==> config.mk <==
export PLATFORM = sky130hd
export DESIGN_NAME = arbitro_memoria_vga
export DESIGN_NICKNAME = d
export VERILOG_FILES = /design/src/rtl/arbitro_memoria_vga.sv
export SDC_FILE = /design/constraint.sdc
export NUM_CORES = 1
export LEC_CHECK = 0
export ABC_AREA = 0
export CORE_AREA = 2 2 107 109
export CTS_BUF_LIST = sky130_fd_sc_hd__clkbuf_8
export DETAILED_ROUTE_END_ITERATION = 8
export DIE_AREA = 0 0 109 111
export GPL_ROUTABILITY_DRIVEN = 1
export GPL_TIMING_DRIVEN = 0
export SLEW_MARGIN = 20
export SYNTH_ARGS = -nofsm -noshare
export SYNTH_HDL_FRONTEND = slang
export SYNTH_SLANG_ARGS = --single-unit
==> constraint.sdc <==
create_clock -name clk -period 2.5 [get_ports clk]
set_input_delay 0.5 -clock clk [delete_from_list [all_inputs] [get_ports clk]]
set_output_delay 0.5 -clock clk [all_outputs]
set_load 0.02 [all_outputs]
==> src/rtl/arbitro_memoria_vga.sv <==
// Fixed-priority arbiter sharing one synchronous-read data memory between
// the VGA pixel-fetch path and the CPU load/store port. The CPU is
// guaranteed a slot after CPU_MAX_WAIT denied cycles. Each such forced
// grant steals a VGA fetch and is counted as a VGA miss.
module arbitro_memoria_vga #(
  parameter int unsigned ADDR_W       = 32,
  parameter int unsigned DATA_W       = 32,
  parameter int unsigned CPU_MAX_WAIT = 8,
  parameter int unsigned MISS_W       = 8
) (
  input  logic              clk,
  input  logic              reset,
  input  logic              vga_req,
  input  logic [ADDR_W-1:0] vga_addr,
  output logic              vga_gnt,
  output logic              vga_rvalid,
  output logic [DATA_W-1:0] vga_rdata,
  input  logic              cpu_req,
  input  logic              cpu_we,
  input  logic [ADDR_W-1:0] cpu_addr,
  input  logic [DATA_W-1:0] cpu_wdata,
  output logic              cpu_gnt,
  output logic              cpu_rvalid,
  output logic [DATA_W-1:0] cpu_rdata,
  output logic [ADDR_W-1:0] mem_addr,
  output logic              mem_we,
  output logic [DATA_W-1:0] mem_wdata,
  input  logic [DATA_W-1:0] mem_rdata,
  output logic              vga_miss,
  output logic [MISS_W-1:0] miss_count
);

  localparam int unsigned WAIT_W = $clog2(CPU_MAX_WAIT + 1);
  localparam logic [WAIT_W-1:0] WAIT_MAX = WAIT_W'(CPU_MAX_WAIT);

  typedef enum logic [1:0] {
    IDLE   = 2'd0,
    VGA_RD = 2'd1,
    CPU_RD = 2'd2,
    CPU_WR = 2'd3
  } owner_t;

  owner_t            r_owner;
  owner_t            w_owner_next;
  logic [WAIT_W-1:0] r_cpu_wait;
  logic [MISS_W-1:0] r_miss_count;
  logic              w_force;

  // Grant decision: VGA first unless the CPU has starved long enough.
  // Reset gates every grant so no access leaks out while reset is held.
  always_comb begin
    w_force  = 1'b0;
    cpu_gnt  = 1'b0;
    vga_gnt  = 1'b0;
    vga_miss = 1'b0;
    if (!reset) begin
      w_force  = cpu_req && (r_cpu_wait == WAIT_MAX);
      cpu_gnt  = cpu_req && (!vga_req || w_force);
      vga_gnt  = vga_req && !cpu_gnt;
      vga_miss = w_force && vga_req;
    end
  end

  // Memory port mux: the granted CPU drives the memory, else the VGA reads.
  always_comb begin
    mem_addr  = vga_addr;
    mem_we    = 1'b0;
    mem_wdata = '0;
    if (cpu_gnt) begin
      mem_addr  = cpu_addr;
      mem_we    = cpu_we;
      mem_wdata = cpu_wdata;
    end
  end

  // Owner next state: records which access was issued this cycle.
  always_comb begin
    w_owner_next = IDLE;
    if (vga_gnt) begin
      w_owner_next = VGA_RD;
    end else if (cpu_gnt) begin
      w_owner_next = cpu_we ? CPU_WR : CPU_RD;
    end
  end

  // Owner register: steers the 1-cycle-late read data to its requester.
  always_ff @(posedge clk) begin
    if (reset) begin
      r_owner <= IDLE;
    end else begin
      r_owner <= w_owner_next;
    end
  end

  // CPU starvation counter: counts denied cycles, saturates at the limit.
  always_ff @(posedge clk) begin
    if (reset) begin
      r_cpu_wait <= '0;
    end else if (cpu_req && !cpu_gnt) begin
      if (r_cpu_wait != WAIT_MAX) begin
        r_cpu_wait <= r_cpu_wait + WAIT_W'(1);
      end
    end else begin
      r_cpu_wait <= '0;
    end
  end

  // Saturating VGA miss counter, cleared only by reset.
  always_ff @(posedge clk) begin
    if (reset) begin
      r_miss_count <= '0;
    end else if (vga_miss && (r_miss_count != '1)) begin
      r_miss_count <= r_miss_count + MISS_W'(1);
    end
  end

  assign vga_rvalid = (r_owner == VGA_RD);
  assign cpu_rvalid = (r_owner == CPU_RD);
  assign vga_rdata  = mem_rdata;
  assign cpu_rdata  = mem_rdata;
  assign miss_count = r_miss_count;

endmodule

==> reports/results.ini, run 1 <==
[detailed_routing]
post-route-drc-count = 0
drt_iter0_markers = 47
wl_per_cell_um = 14.1
viasPerCell = 3.76
wl_mm = 8.56
drtAntennaViolNets = 0
vias = 2287
dr.pass1.iters = 4

[global_routing]
grt_pass1_vias = 2218
grt_pass1_wl_mm = 12.2
gr-total-overflow = 0
grt_use_total_pct = 12.8
grt_max_degree = 11
antenna_found_initial = 0

[pwr]
p_per_area_nw_per_um2 = 253
cellLeakagePower_uw = 0.00191
p_total_uw = 1090
irDropWorstVdd_mv = 0.175

[cells_and_area]
fin_util_pct = 38.8
fillCellCount = 1159
insertedDiodeCount = 0
drive_above_1_share_pct = 38.6
syn_to_final_growth_pct = 136
nNetsFinal = 603

[critical_path]
start_kind = input pin
path_delay_family = buffers and inverters
cpMaxStageDelayCell = mux2_2
cpPeakStageDelay_ns = 0.32
worstSetupEndpointType = output pin
crit_fanout = 5
path_buf_inv = 3
cp.arrival_ns = 1.91
worst-r2r-setup-slack_ns = 0.90
worstSetupPathType = in -> out
required_ns = 2.00
path_cells = dlygate4sd2_1, nand2b_4, a21oi_4, bufbuf_16, mux2_2, buf_2

[clocking]
cts_buffers = 3
path_clk_slew_ns = 0.06
clk_latency_ns = 0.24
cts_tree = yes
clock_path_buffers = 2
htreeDepth = 1
cts-root-buf = clkbuf_8
clkSinkCount = 14

[synth]
ys_types = 34
post-synth-top-count-cell = buf_4
synth.area.top_cells = buf_4 27%, mux2_2 16%, dfxtp_1 15%
synth_nets = 351
synth-main-ff-cell = dfxtp_1
syn_inst = 215
synth_seq_cells = 14
synth_top_area_share_pct = 27.2
synth_common_cells = 66 x buf_4, 33 x and2_1, 26 x mux2_2
synth_area_um2 = 1820
avgSynthCellArea_um2 = 8.46
synth-seq-area-share_pct = 15.4
synth_warnings = 0
synth_edf_count = 0
yosysTopAreaCell = buf_4
async_flop_share_pct = 0

[timing]
setup_violations = 0
finalHoldViolCount = 0
worst_slew_pin_slew_ns = 0.411
grt_setup_unrepaired = true
postLayoutSetupSlackWorst_ns = 0.0933
finalCritPeriodShare_pct = 96.3
min_period_ns = 2.41
maxSlewHeadroom_pct = 72.6
clock_skew_ns = 0.00637
slew_viol_final = 0
max_freq_ghz = 0.416

[floorplan]
core_area_um2 = 11100
core.rowCount = 39
fp.dieW_um = 109
start_util_pct = 16.4
io_pins = 275
die_h_um = 111
dieArea_um2 = 12100

[worst_hold_path]
min_path_type = reg -> reg

[place]
dpl.hpwl_mm = 7.54
io_buffers = 242
dp_slack_ns = -0.722
place_congestion = 0.750

[run]
drv_cap = 0

[outcome]
status = completed

## timing repair
| action | CTS | global route |
|---|---|---|
| buffers inserted | 4 | 0 |
| gates resized for setup | 213 | 42 |
| pin swaps | 1 | 1 |
| endpoints found under the setup margin | 68 | 63 |
| hold buffers | 0 | 0 |
| gates cloned | 1 | 0 |
## placed cells by master (no fill, tap or decap), drive strengths merged, types with 2 or more instances in the layout
| cell type | netlist | routed |
|---|---|---|
| nor2 | 14 | 14 |
| a21oi | 3 | 3 |
| and2 | 33 | 33 |
| nand4 | 2 | 2 |
| inv | 3 | 3 |
| a211oi | 2 | 2 |
| and3b | 2 | 2 |
| dlygate4sd2 | 0 | 6 |
| xnor2 | 3 | 3 |
| nand3b | 2 | 2 |
| clkdlybuf4s15 | 0 | 3 |
| buf | 69 | 116 |
| ha | 3 | 3 |
| nand2b | 3 | 3 |
| xor2 | 2 | 2 |
| nand3 | 5 | 5 |
| clkbuf | 3 | 24 |
| clkdlybuf4s50 | 0 | 172 |
| dfxtp | 14 | 14 |
| nand2 | 6 | 6 |
| mux2 | 32 | 32 |
| nor2b | 3 | 3 |
| mux2i | 4 | 4 |
## power by group
part / switching [µW] / internal (µW) / leakage (µW)
logic: 257 / 384 / 0.00177
clock network: 79.7 / 139 / 0.0000288
registers: 1.62 / 226 / 0.000114
total: 338 / 750 / 0.00191
## worst paths after layout
check,cells past startpoint,to,startpoint
hold / removal,1,r_cpu_wait[0]$_SDFFE_PP0P_,r_cpu_wait[0]$_SDFFE_PP0P_
setup reg to reg,5,miss_count[1]$_SDFFE_PP0P_,miss_count[0]$_SDFFE_PP0P_
hold reg to reg,1,r_cpu_wait[0]$_SDFFE_PP0P_,r_cpu_wait[0]$_SDFFE_PP0P_
setup / recovery,6,mem_addr[1],reset
## cell families after synthesis
| logic type | count (synthesis) | share of synthesized area [%] |
|---|---|---|
| AOI/OAI and AO/OA | 7 | 3.44 |
| xor gates and xnor gates | 5 | 2.41 |
| adders and majority gates | 3 | 2.06 |
| buffers and inverters | 75 | 30.1 |
| DFF | 14 | 15.4 |
| muxes | 36 | 22.0 |
| and+or+nand+nor | 75 | 24.6 |
## layout make-up
| class | count | area [µm²] | area share, % |
|---|---|---|---|
| repair buffers | 247 | 2190 | 50.9 |
| multi-input cells | 126 | 1020 | 23.8 |
| plain buffers | 72 | 562 | 13.1 |
| flip-flops and latches | 14 | 282 | 6.55 |
| well taps | 143 | 179 | 4.16 |
| clock buffers | 4 | 55.1 | 1.28 |
| inverters | 3 | 11.3 | 0.262 |
## through the flow
step	hold WS, ns	instance area, µm²	setup TNS, ns	cells
2_1_floorplan	0.430	1820	0	215
3_3_place_gp	0.447	4420	-40.30	600
3_5_place_dp	0.465	4420	-41.15	600
4_1_cts	0.478	4350	-0.0550	609
5_1_grt	0.471	4300	-0.000778	609
6_report	0.446	4300	0	609
## state kept, by name (all words and copies together) (netlist names)
signal and cells:
miss_count 8, r_cpu_wait 4, r_owner 2
## routing by layer
metal | global-route usage (%) | vias to the layer above | share of wire (%)
met5 | 0 | - | 0
met4 | 1.79 | 0 | 0.37
met3 | 3.12 | 4 | 10
met2 | 25.3 | 108 | 55
met1 | 13.5 | 1029 | 35
li1 | - | 1146 | -
Power figures use the tool's default switching activity.
==> inputs of run 2 (changes only) <==
--- a/config.mk
+++ b/config.mk
@@ -7,7 +7,7 @@
 export LEC_CHECK = 0
 export ABC_AREA = 0
 export CORE_AREA = 2 2 107 109
-export CTS_BUF_LIST = sky130_fd_sc_hd__clkbuf_8
+export CTS_BUF_LIST = sky130_fd_sc_hd__clkbuf_4 sky130_fd_sc_hd__clkbuf_8
 export DETAILED_ROUTE_END_ITERATION = 8
 export DIE_AREA = 0 0 109 111
 export GPL_ROUTABILITY_DRIVEN = 1
==> results of run 2 <==
No change in the layout: final DEF, timing and power equal those of run 1.
